## config.mk

```make
export PLATFORM = sky130hd
export DESIGN_NAME = mem_arbiter_flat
export DESIGN_NICKNAME = d
export VERILOG_FILES = /design/src/rtl/mem_arbiter_pkg.sv /design/src/rtl/mem_arbiter_if.sv /design/src/rtl/mem_arbiter.sv /design/src/flat_wrapper.sv
export SDC_FILE = /design/constraint.sdc
export NUM_CORES = 1
export LEC_CHECK = 0
export ABC_CLOCK_PERIOD_IN_PS = 4150
export CAP_MARGIN = 30
export CORE_MARGIN = 4
export CORE_UTILIZATION = 45
export CTS_BUF_LIST = sky130_fd_sc_hd__clkbuf_4 sky130_fd_sc_hd__clkbuf_8
export DETAILED_ROUTE_END_ITERATION = 16
export DONT_BUFFER_PORTS = 1
export SLEW_MARGIN = 25
export SYNTH_ARGS = -nofsm -noshare
export SYNTH_HDL_FRONTEND = slang
export SYNTH_SLANG_ARGS = --single-unit
```

## constraint.sdc

```tcl
create_clock -name clock -period 4.15 [get_ports clock]
set_input_delay 0.83 -clock clock [delete_from_list [all_inputs] [get_ports clock]]
set_output_delay 0.83 -clock clock [all_outputs]
set_load 0.02 [all_outputs]
```

## src/rtl/mem_arbiter_pkg.sv

```systemverilog
// Shared types and defaults for the fetch/data memory-bus arbiter.
package mem_arbiter_pkg;
  typedef enum logic [1:0] {
    ARB_IDLE = 2'd0,
    ARB_I    = 2'd1,
    ARB_D    = 2'd2
  } arb_state_e;

  localparam int ARB_XLEN         = 32;
  localparam int ARB_MAX_D_STREAK = 4;
endpackage

```

## src/rtl/mem_arbiter_if.sv

```systemverilog
// Requester and memory-side signal bundle for mem_arbiter.
interface mem_arbiter_if
  import mem_arbiter_pkg::*;
#(
  parameter int XLEN = ARB_XLEN
);
  logic            i_req;
  logic [XLEN-1:0] i_addr;
  logic [31:0]     i_rdata;
  logic            i_done;
  logic            d_load;
  logic            d_store;
  logic [XLEN-1:0] d_addr;
  logic [XLEN-1:0] d_wdata;
  logic [XLEN-1:0] d_rdata;
  logic            d_done;
  logic            m_req;
  logic            m_we;
  logic [XLEN-1:0] m_addr;
  logic [XLEN-1:0] m_wdata;
  logic            m_ack;
  logic [XLEN-1:0] m_rdata;
  logic            stall;

  modport master (
    input  i_req, i_addr, d_load, d_store, d_addr, d_wdata, m_ack, m_rdata,
    output i_rdata, i_done, d_rdata, d_done, m_req, m_we, m_addr, m_wdata, stall
  );

  modport slave (
    output i_req, i_addr, d_load, d_store, d_addr, d_wdata, m_ack, m_rdata,
    input  i_rdata, i_done, d_rdata, d_done, m_req, m_we, m_addr, m_wdata, stall
  );
endinterface

```

## src/rtl/mem_arbiter.sv

```systemverilog
// Arbitrates one single-ported memory bus between instruction fetch and load/store,
// data first, with a bounded data streak so a waiting fetch is eventually served.
module mem_arbiter
  import mem_arbiter_pkg::*;
#(
  parameter int XLEN         = ARB_XLEN,
  parameter int MAX_D_STREAK = ARB_MAX_D_STREAK
) (
  input logic           clock,
  input logic           reset,
  mem_arbiter_if.master bus
);
  localparam int            SW         = (MAX_D_STREAK > 0) ? $clog2(MAX_D_STREAK + 1) : 1;
  localparam logic [SW-1:0] STREAK_MAX = SW'(MAX_D_STREAK);
  localparam bit            FAIR       = (MAX_D_STREAK > 0);

  arb_state_e      state_q, state_d;
  logic [SW-1:0]   streak_q, streak_d;
  logic            m_req_q, m_req_d;
  logic            m_we_q, m_we_d;
  logic [XLEN-1:0] m_addr_q, m_addr_d;
  logic [XLEN-1:0] m_wdata_q, m_wdata_d;
  logic [31:0]     i_rdata_q, i_rdata_d;
  logic [XLEN-1:0] d_rdata_q, d_rdata_d;
  logic            i_done_q, i_done_d;
  logic            d_done_q, d_done_d;
  logic            i_pend, d_pend, grant_i, grant_d;

  // A requester still holding its request during its own done cycle is not re-served.
  assign i_pend = bus.i_req & ~i_done_q;
  assign d_pend = (bus.d_load | bus.d_store) & ~d_done_q;

  always_comb begin
    state_d   = state_q;
    streak_d  = streak_q;
    m_req_d   = m_req_q;
    m_we_d    = m_we_q;
    m_addr_d  = m_addr_q;
    m_wdata_d = m_wdata_q;
    i_rdata_d = i_rdata_q;
    d_rdata_d = d_rdata_q;
    i_done_d  = 1'b0;
    d_done_d  = 1'b0;
    grant_i   = 1'b0;
    grant_d   = 1'b0;
    case (state_q)
      ARB_IDLE: begin
        if (d_pend && (!i_pend || !FAIR || streak_q < STREAK_MAX)) grant_d = 1'b1;
        else if (i_pend)                                            grant_i = 1'b1;
        if (grant_d) begin
          state_d   = ARB_D;
          m_req_d   = 1'b1;
          m_we_d    = bus.d_store;
          m_addr_d  = bus.d_addr;
          m_wdata_d = bus.d_wdata;
        end else if (grant_i) begin
          state_d  = ARB_I;
          m_req_d  = 1'b1;
          m_we_d   = 1'b0;
          m_addr_d = bus.i_addr;
        end
      end
      ARB_I, ARB_D: begin
        if (bus.m_ack) begin
          state_d = ARB_IDLE;
          m_req_d = 1'b0;
          if (state_q == ARB_I) begin
            i_rdata_d = bus.m_rdata[31:0];
            i_done_d  = 1'b1;
          end else begin
            d_rdata_d = bus.m_rdata;
            d_done_d  = 1'b1;
          end
        end
      end
      default: state_d = ARB_IDLE;
    endcase
    // Streak counts only data grants that overtook a waiting fetch.
    if (!bus.i_req || grant_i)                           streak_d = '0;
    else if (grant_d && i_pend && streak_q != STREAK_MAX) streak_d = streak_q + 1'b1;
  end

  always_ff @(posedge clock or negedge reset) begin
    if (!reset) begin
      state_q   <= ARB_IDLE;
      streak_q  <= '0;
      m_req_q   <= 1'b0;
      m_we_q    <= 1'b0;
      m_addr_q  <= '0;
      m_wdata_q <= '0;
      i_rdata_q <= '0;
      d_rdata_q <= '0;
      i_done_q  <= 1'b0;
      d_done_q  <= 1'b0;
    end else begin
      state_q   <= state_d;
      streak_q  <= streak_d;
      m_req_q   <= m_req_d;
      m_we_q    <= m_we_d;
      m_addr_q  <= m_addr_d;
      m_wdata_q <= m_wdata_d;
      i_rdata_q <= i_rdata_d;
      d_rdata_q <= d_rdata_d;
      i_done_q  <= i_done_d;
      d_done_q  <= d_done_d;
    end
  end

  assign bus.m_req   = m_req_q;
  assign bus.m_we    = m_we_q;
  assign bus.m_addr  = m_addr_q;
  assign bus.m_wdata = m_wdata_q;
  assign bus.i_rdata = i_rdata_q;
  assign bus.d_rdata = d_rdata_q;
  assign bus.i_done  = i_done_q;
  assign bus.d_done  = d_done_q;
  assign bus.stall   = i_pend | d_pend;
endmodule
```

## src/flat_wrapper.sv

```systemverilog
// flat-port wrapper written by rule: the top's interface ports become plain ports
module mem_arbiter_flat import mem_arbiter_pkg::*;
#(
  parameter int XLEN         = ARB_XLEN,
  parameter int MAX_D_STREAK = ARB_MAX_D_STREAK
)
  (clock, reset, bus_i_req, bus_i_addr, bus_d_load, bus_d_store, bus_d_addr, bus_d_wdata, bus_m_ack, bus_m_rdata, bus_i_rdata, bus_i_done, bus_d_rdata, bus_d_done, bus_m_req, bus_m_we, bus_m_addr, bus_m_wdata, bus_stall);
  mem_arbiter_if #(.XLEN(XLEN)) bus_i ();
  input logic clock;
  input logic reset;
  input wire logic [$bits(bus_i.i_req)-1:0] bus_i_req;
  input wire logic [$bits(bus_i.i_addr)-1:0] bus_i_addr;
  input wire logic [$bits(bus_i.d_load)-1:0] bus_d_load;
  input wire logic [$bits(bus_i.d_store)-1:0] bus_d_store;
  input wire logic [$bits(bus_i.d_addr)-1:0] bus_d_addr;
  input wire logic [$bits(bus_i.d_wdata)-1:0] bus_d_wdata;
  input wire logic [$bits(bus_i.m_ack)-1:0] bus_m_ack;
  input wire logic [$bits(bus_i.m_rdata)-1:0] bus_m_rdata;
  output wire logic [$bits(bus_i.i_rdata)-1:0] bus_i_rdata;
  output wire logic [$bits(bus_i.i_done)-1:0] bus_i_done;
  output wire logic [$bits(bus_i.d_rdata)-1:0] bus_d_rdata;
  output wire logic [$bits(bus_i.d_done)-1:0] bus_d_done;
  output wire logic [$bits(bus_i.m_req)-1:0] bus_m_req;
  output wire logic [$bits(bus_i.m_we)-1:0] bus_m_we;
  output wire logic [$bits(bus_i.m_addr)-1:0] bus_m_addr;
  output wire logic [$bits(bus_i.m_wdata)-1:0] bus_m_wdata;
  output wire logic [$bits(bus_i.stall)-1:0] bus_stall;
  assign bus_i.i_req = bus_i_req;
  assign bus_i.i_addr = bus_i_addr;
  assign bus_i.d_load = bus_d_load;
  assign bus_i.d_store = bus_d_store;
  assign bus_i.d_addr = bus_d_addr;
  assign bus_i.d_wdata = bus_d_wdata;
  assign bus_i.m_ack = bus_m_ack;
  assign bus_i.m_rdata = bus_m_rdata;
  assign bus_i_rdata = bus_i.i_rdata;
  assign bus_i_done = bus_i.i_done;
  assign bus_d_rdata = bus_i.d_rdata;
  assign bus_d_done = bus_i.d_done;
  assign bus_m_req = bus_i.m_req;
  assign bus_m_we = bus_i.m_we;
  assign bus_m_addr = bus_i.m_addr;
  assign bus_m_wdata = bus_i.m_wdata;
  assign bus_stall = bus_i.stall;
  mem_arbiter #(.XLEN(XLEN), .MAX_D_STREAK(MAX_D_STREAK)) u_core (.clock(clock), .reset(reset), .bus(bus_i));
endmodule
```

==> impl_metrics.env, run 1 <==
export IMPL_antenna_found_initial=3
export IMPL_grt_pass1_wl_um=23450
export IMPL_worstSetupPathType="flop to flop"
export IMPL_cap_violations=0
export IMPL_grt_pass1_vias=4120
export IMPL_syn_area_um2=5986
export IMPL_worst_pin_slew_ps=705.4
export IMPL_wire_per_inst_um=25.07
export IMPL_syn_avg_cell_area_um2=13.21
export IMPL_core_rowCount=41
export IMPL_netlist_top_cells_count="137 x dfrtp_1, 67 x mux2_2, 36 x nand3_1"
export IMPL_cts_buffers=17
export IMPL_critPathMaxFanout=38
export IMPL_ioPinCount=267
export IMPL_die_area_um2=15210
export IMPL_area_delta_synth_final_pct=7.818
export IMPL_ctsRootBufferMaster="clkbuf_8"
export IMPL_path_clk_slew_ps=80
export IMPL_overflow=0
export IMPL_cp_required_ps=4460
export IMPL_h_tree_depth=4
export IMPL_io_buffers=0
export IMPL_synth_top_area_share_pct=57.27
export IMPL_finalSetupViolations=0
export IMPL_maxSlewViolCount=0
export IMPL_fin_nets=579
export IMPL_start_kind="flop"
export IMPL_fin_crit_sh_pct=58.24
export IMPL_path_buf_inv=1
export IMPL_synth_seq_cells=137
export IMPL_grtUsageTotal_pct=20.39
export IMPL_yosys_warnings=0
export IMPL_leakagePower_nw=2.812
export IMPL_slowest_stage="nand3_4"
export IMPL_fp_coreArea_um2=12820
export IMPL_clk_latency_ps=430
export IMPL_path_delay_family="simple AND/OR/NAND/NOR gates"
export IMPL_clock_sinks=137
export IMPL_first_iter_violations=253
export IMPL_setup_worst_path_end_class="flop"
export IMPL_hp_class="primary input to async pin"
export IMPL_hold_viol_final=0
export IMPL_fmax_mhz=413.8
export IMPL_synth_ff_type="dfrtp_1"
export IMPL_fin_area_um2=6454
export IMPL_cts_resized=0
export IMPL_dpl_instance_area_um2=6040
export IMPL_hold_ws_ps=84.64
export IMPL_gp_congestion=0.7555
export IMPL_worst_r2r_path_depth=4
export IMPL_via_count=3759
export IMPL_drive_gt1_share_pct=31.64
export IMPL_synth_edff_count=0
export IMPL_fp_dieW_um=123.3
export IMPL_irDropWorstVdd_mv=0.4472
export IMPL_power_total_mw=6.312
export IMPL_final_cells=625
export IMPL_finalWirelength_um=15670
export IMPL_worstReg2RegEnd="u_core.bus.m_wdata[20]"
export IMPL_start_util_pct=46.67
export IMPL_slowest_delay_ps=600
export IMPL_cts_hold_buf=0
export IMPL_syn_inst=453
export IMPL_yosys_area_top_type="dfrtp_1"
export IMPL_relSlewSlack_pct=52.97
export IMPL_post_synth_top_count_cell="dfrtp_1"
export IMPL_cts_tree="yes"
export IMPL_post_dp_hpwl_um=10710
export IMPL_ys_seq_area_share_pct=57.27
export IMPL_die_h_um=123.3
export IMPL_synth_fp_nets=592
export IMPL_drc=0
export IMPL_clock_path_buffers=2
export IMPL_tns_ps=0
export IMPL_postCtsSetupBuffers=0
export IMPL_fillers=1168
export IMPL_p_per_area_nw_per_um2=978.1
export IMPL_status="complete, no violations"
export IMPL_crit_arrival_ps=2730
export IMPL_synth_area_top_cells="dfrtp_1 57%, mux2_2 13%, mux2_4 7.3%, a211oi_1 4.3%, a31oi_1 3.4%"
export IMPL_first_pass_iters=5
export IMPL_finalCriticalPeriod_ps=2417
export IMPL_placedCellCount=593
export IMPL_reg2reg_from="u_core.bus.d_done"
export IMPL_async_reset_ff_share_pct=100.0
export IMPL_crit_start="u_core.bus.d_done"
export IMPL_yosysUniqueCellTypes=34
export IMPL_path_cells="o21ba_2, buf_4, nand3_4, mux2_4"
export IMPL_r2r_setup_slack_ps=1730
export IMPL_rsz0062_at_grt="no"
export IMPL_ant_nets=0
export IMPL_cp_depth=4
export IMPL_viasPerCell=6.014
export IMPL_grt_max_degree=138
export IMPL_fin_worst_skew_ps=6.977
cells by family after synthesis:
logic type | synth area share, %
buffers and inverters | 4.306
DFF | 57.27
AOI/OAI and AO/OA | 11.89
and+or+nand+nor | 5.602
muxes | 19.88
adders and majority gates | 1.045
report_power, final:
group          total [mW]  switching (mW)  internal (mW)
logic                1.85           0.875          0.979
registers            3.33            1.33           2.00
clock network        1.13           0.505          0.622
worst max-delay path by stage:
| stage | slack, ps | endpoint |
|---|---|---|
| floorplan | 1770 | bus_stall |
| global placement | 1610 | u_core.bus.m_wdata[15] |
| detailed placement | 1560 | u_core.bus.m_wdata[8] |
| CTS | 1710 | bus_stall |
| global route | 1640 | u_core.bus.m_wdata[18] |
| finish | 1730 | u_core.bus.m_wdata[20] |
stage by stage:
| step | setup slack, ps | utilization, % |
|---|---|---|
| floorplan | 1774 | - |
| global placement | 1610 | 47.09 |
| detailed placement | 1563 | 47.09 |
| CTS | 1707 | 50.29 |
| global route | 1635 | 50.32 |
| finish | 1733 | 50.32 |
routing by layer:
layer / vias up / track usage (%) / routed length [um]
li1: 1652 / - / -
met1: 1877 / 21.64 / 5181
met2: 199 / 33.13 / 7928
met3: 27 / 12.35 / 2257
met4: 4 / 7.751 / 280
met5: - / 0 / 21
cells in the final DEF (no fill, tap or decap), types with 2 or more instances in the layout:
| master | instances |
|---|---|
| clkbuf_4 | 2 |
| mux2_4 | 29 |
| nand4_1 | 3 |
| dfrtp_1 | 137 |
| clkinv_2 | 3 |
| o21ai_0 | 35 |
| a31oi_1 | 33 |
| ha_1 | 5 |
| nand2b_1 | 3 |
| a211oi_1 | 34 |
| nand2_1 | 2 |
| buf_4 | 7 |
| bufinv_16 | 3 |
| clkbuf_8 | 18 |
| mux2_2 | 67 |
| inv_1 | 10 |
| nand3_1 | 36 |
| clkinv_4 | 3 |
cell type report:
type                            instances  area, um2  share of cell area (%)
Clock buffer                           20      262.8                   4.071
Inverter                               10      37.54                  0.5816
Sequential cell                       137       3428                   53.12
Tap cell                              172      215.2                   3.335
Multi-Input combinational cell        267       2307                   35.75
Clock inverter                         11      147.6                   2.288
Antenna cell                            1      2.502                 0.03877
Timing Repair Buffer                    7      52.55                  0.8143
registers in the layout, indices dropped and copies added (netlist names), 2 cells and up:
signal and flops:
u_core.bus.m_wdata 32, u_core.bus.m_addr 32, u_core.state_q 2, u_core.bus.d_rdata 32
u_core.streak_q 3, u_core.bus.i_rdata 32
worst reg2reg max path: stages, from the launching register on:
cell and delay, ps:
dfrtp_1 500, o21ba_2 280, buf_4 380, nand3_4 600, mux2_4 530
No activity file was read; power rests on OpenSTA's default activity.
==> inputs of run 2 (changes only) <==
ABC_CLOCK_PERIOD_IN_PS = 2500   (was 4150)
clock period = 2.5 ns   (was 4.15 ns; I/O delays follow)
==> run 2 against run 1 <==
  * The run now ends with hold timing left
  * Non-clock buffer count grew 4
  * First-iteration DRC count grew 34%
  * Critical path type is now flop to primary output
  * Sequential share of layout area shrank 0.32 points
  * Cell count grew 0.48%
  * Global-route usage grew 0.14 points
  * Via count grew 1.7%
  * Power grew 67%
==> impl_metrics.env, run 2 (synthesis results as in run 1) <==
export IMPL_cp_required_ps=2000
export IMPL_start_kind="flop"
export IMPL_tns_ps=0
export IMPL_fin_nets=583
export IMPL_violations="hold timing"
export IMPL_worst_pin_slew_ps=892.6
export IMPL_final_common_cell="dfrtp_1"
export IMPL_ioPinCount=267
export IMPL_setup_worst_path_end_class="primary output"
export IMPL_antenna_found_initial=2
export IMPL_hold_ws_ps=-237.5
export IMPL_clock_path_buffers=2
export IMPL_maxSlewViolCount=0
export IMPL_fin_ws_ps=189.4
export IMPL_fillers=1144
export IMPL_finalCriticalPeriod_ps=2311
export IMPL_fp_dieW_um=123.3
export IMPL_die_h_um=123.3
export IMPL_ant_nets=0
export IMPL_start_util_pct=46.67
export IMPL_fin_area_um2=6492
export IMPL_clock_sinks=137
export IMPL_post_dp_hpwl_um=11180
export IMPL_status="finished with violations"
export IMPL_relSlewSlack_pct=40.45
export IMPL_gp_congestion=0.7626
export IMPL_n_antenna_cell=0
export IMPL_worstSetupPathType="flop to primary output"
export IMPL_rsz0062_at_grt="no"
export IMPL_cts_tree="yes"
export IMPL_finalSetupViolations=0
export IMPL_cts_resized=0
export IMPL_grt_pass1_wl_um=23590
export IMPL_grt_max_degree=138
export IMPL_clk_latency_ps=420
export IMPL_viasPerCell=6.088
export IMPL_first_iter_violations=340
export IMPL_grtUsageTotal_pct=20.52
export IMPL_final_cell_mix="137 x dfrtp_1, 67 x mux2_2, 36 x nand3_1"
export IMPL_postCtsSetupBuffers=0
export IMPL_critPathMaxFanout=24
export IMPL_path_clk_slew_ps=80
export IMPL_first_pass_iters=5
export IMPL_slowest_delay_ps=550
export IMPL_p_per_area_nw_per_um2=1620
export IMPL_core_rowCount=41
export IMPL_fin_crit_sh_pct=92.42
export IMPL_irDropWorstVdd_mv=0.7082
export IMPL_area_delta_synth_final_pct=8.466
export IMPL_finalWirelength_um=15790
export IMPL_r2r_setup_slack_ps=550
export IMPL_dpl_instance_area_um2=6082
export IMPL_fmax_mhz=432.8
export IMPL_fin_worst_skew_ps=7.553
export IMPL_leakagePower_nw=2.838
export IMPL_ctsRootBufferMaster="clkbuf_8"
export IMPL_grt_pass1_vias=4179
export IMPL_post_route_util_pct=50.62
export IMPL_wire_per_inst_um=25.15
export IMPL_die_area_um2=15210
export IMPL_hp_class="primary input to async pin"
export IMPL_overflow=0
export IMPL_crit_arrival_ps=1810
export IMPL_cap_violations=0
export IMPL_pre_cts_ws_ps=396.4
export IMPL_drc=0
export IMPL_via_count=3823
export IMPL_hold_viol_final=137
export IMPL_cts_buffers=17
export IMPL_h_tree_depth=4
export IMPL_fp_coreArea_um2=12820
export IMPL_drive_gt1_share_pct=32.02
export IMPL_io_buffers=0
export IMPL_slowest_stage="dfrtp_1"
export IMPL_path_cells="o21bai_2, nand2_1"
[run 2: changes by cell type in the layout (fill, tap and decap cells not counted), sizes merged]
| cell | delta |
|---|---|
| buf | +4 |
| diode | -1 |
[run 2: power breakdown]
part,internal (mW),switching [mW],leakage [nW]
registers,3.32,2.21,1.63
clock network,1.03,0.846,0.210
logic,1.64,1.46,0.993
[run 2: layout make-up]
cell class                      count  area, um2  share of cell area, %
Tap cell                          172      215.2                  3.315
Multi-Input combinational cell    267       2306                  35.52
Clock buffer                       20      262.8                  4.047
Timing Repair Buffer               11      95.09                  1.465
Inverter                           10      37.54                 0.5781
Clock inverter                     11      147.6                  2.274
Sequential cell                   137       3428                  52.80
[run 2: worst paths after layout]
path                                    startpoint                    end  cells after the start
max in group asynchronous                    reset  u_core.bus.m_addr[31]                      0
worst max register to register   u_core.state_q[1]  u_core.bus.m_addr[28]                      6
worst max-delay path             u_core.bus.d_done              bus_stall                      2
worst min register to register  u_core.streak_q[1]     u_core.streak_q[1]                      2
worst min-delay path                         reset   u_core.bus.m_addr[1]                      0
min in group clock                     bus_d_store        u_core.bus.m_we                      2
[run 2: critical path: cells and delay by family (launching register included)]
family	cells	cell delay, ps
flops	1	550
simple gates	1	390
compound gates	1	450
[run 2: metal layers]
| layer | GRT usage (%) | wire length [um] |
|---|---|---|
| met5 | 0 | 21 |
| met4 | 5.744 | 153 |
| met3 | 12.49 | 2282 |
| met2 | 34.11 | 7999 |
| met1 | 21.97 | 5337 |
[run 2: stage by stage]
stage          std cells  power (mW)
2_1_floorplan        453       7.948
3_3_place_gp         597       8.551
3_5_place_dp         597       8.708
4_1_cts              628       10.62
5_1_grt              628       11.13
6_report             628       10.52
==> inputs of run 3 (changes only) <==
MAX_ROUTING_LAYER = met4   (was not set)
==> run 3 against run 2 <==
  * The run still ends with hold timing left
  * Clock power hardly changed
  * Clock-buffer cell count stayed put
  * Non-clock buffer count stayed put
  * Setup slack worse by 1.8 ps
  * Largest cell class unchanged
==> impl_metrics.env, run 3 (synthesis results as in run 1) <==
export IMPL_via_count=3840
export IMPL_setup_worst_path_end_class="primary output"
export IMPL_drc=0
export IMPL_fin_area_um2=6497
export IMPL_cts_tree="yes"
export IMPL_area_delta_synth_final_pct=8.549
export IMPL_path_buf_inv=0
export IMPL_critPathMaxFanout=24
export IMPL_grtUsageTotal_pct=21.13
export IMPL_final_common_cell="dfrtp_1"
export IMPL_start_util_pct=46.67
export IMPL_crit_arrival_ps=1810
export IMPL_start_kind="flop"
export IMPL_core_rowCount=41
export IMPL_hp_class="primary input to async pin"
export IMPL_p_per_area_nw_per_um2=1617
export IMPL_grt_pass1_wl_um=23570
export IMPL_r2r_setup_slack_ps=550
export IMPL_cts_buffers=17
export IMPL_ioPinCount=267
export IMPL_path_clk_slew_ps=80
export IMPL_leakagePower_nw=2.838
export IMPL_wire_per_inst_um=25.09
export IMPL_slowest_delay_ps=550
export IMPL_relSlewSlack_pct=40.79
export IMPL_clk_latency_ps=430
export IMPL_irDropWorstVdd_mv=0.7094
export IMPL_grt_max_degree=138
export IMPL_post_dp_hpwl_um=11180
export IMPL_final_cell_mix="137 x dfrtp_1, 67 x mux2_2, 36 x nand3_1"
export IMPL_path_delay_family="flip-flops"
export IMPL_status="finished with violations"
export IMPL_drive_gt1_share_pct=32.02
export IMPL_worstSetupPathType="flop to primary output"
export IMPL_gp_congestion=0.7727
export IMPL_first_iter_violations=305
export IMPL_finalCriticalPeriod_ps=2312
export IMPL_rsz0062_at_grt="no"
export IMPL_grt_pass1_vias=4162
export IMPL_fin_worst_skew_ps=7.247
export IMPL_maxSlewViolCount=0
export IMPL_cap_violations=0
export IMPL_fin_nets=583
export IMPL_ctsRootBufferMaster="clkbuf_8"
export IMPL_slowest_stage="dfrtp_1"
export IMPL_fillers=1148
export IMPL_clock_sinks=137
export IMPL_cp_required_ps=2000
export IMPL_clock_path_buffers=2
export IMPL_h_tree_depth=4
export IMPL_hold_ws_ps=-239.2
export IMPL_dpl_instance_area_um2=6082
export IMPL_first_pass_iters=4
export IMPL_worst_pin_slew_ps=887.6
export IMPL_antenna_found_initial=2
export IMPL_finalWirelength_um=15810
export IMPL_finalSetupViolations=0
export IMPL_cts_resized=0
export IMPL_viasPerCell=6.095
export IMPL_violations="hold timing"
export IMPL_io_buffers=0
export IMPL_fmax_mhz=432.5
export IMPL_fp_coreArea_um2=12820
export IMPL_fp_dieW_um=123.3
export IMPL_power_total_mw=10.51
export IMPL_tns_ps=0
export IMPL_ant_nets=0
export IMPL_overflow=0
export IMPL_postCtsSetupBuffers=0
export IMPL_die_h_um=123.3
export IMPL_hold_viol_final=137
export IMPL_path_cells="o21bai_2, nand2_1"
export IMPL_die_area_um2=15210
export IMPL_fin_crit_sh_pct=92.49
[run 3: cell count changes in the layout (fill, tap and decap cells not counted), sizes merged]
cell	change
diode	+2
[run 3: routing by layer]
metal  vias to the layer above  global-route usage, %  part of all wire, %
met1                      1957                  22.65                   35
li1                       1660                      -                    -
met2                       208                  33.98                   51
met3                        15                  11.67                   13
met5                         -                      -                    0
met4                         0                  5.744                 0.75
[run 3: where the power goes]
| part | internal [mW] | switching [mW] |
|---|---|---|
| registers | 3.32 | 2.21 |
| clock network | 1.03 | 0.845 |
| logic | 1.64 | 1.45 |
| total | 6.00 | 4.51 |
[run 3: final timing paths]
path,cells past startpoint,start,to
hold / removal,0,reset,u_core.bus.m_addr[5]
setup reg to reg,6,u_core.state_q[1],u_core.bus.m_addr[28]
min in group clock,2,bus_d_store,u_core.bus.m_we
setup / recovery,2,u_core.bus.d_done,bus_stall
max in group asynchronous,0,reset,u_core.bus.m_wdata[29]
hold reg to reg,2,u_core.streak_q[1],u_core.streak_q[1]
[run 3: area by class of cell]
type / count / area (um2) / share of cell area (%)
clock inverter: 11 / 147.6 / 2.272
timing repair buffer: 11 / 95.09 / 1.464
sequential: 137 / 3428 / 52.76
clock buffer: 20 / 262.8 / 4.044
tap: 172 / 215.2 / 3.312
inverter: 10 / 37.54 / 0.5777
antenna: 2 / 5.005 / 0.07703
multi-input combinational: 267 / 2306 / 35.49
[run 3: stage by stage]
| step | std cells | setup slack [ps] | utilization [%] |
|---|---|---|---|
| CTS | 628 | 130.7 | 50.62 |
| finish | 630 | 187.6 | 50.66 |
| detailed placement | 597 | 396.4 | 47.42 |
| floorplan | 453 | 783.9 | - |
| global route | 630 | 61.92 | 50.66 |
| global placement | 597 | 406.9 | 47.42 |
[run 3: worst reg2reg max path, cell delays in order (launching register included)]
cell and delay, ps:
dfrtp_1 400, inv_1 110, ha_1 450, nor2b_2 220, buf_4 330, a211oi_1 140, a31oi_1 200
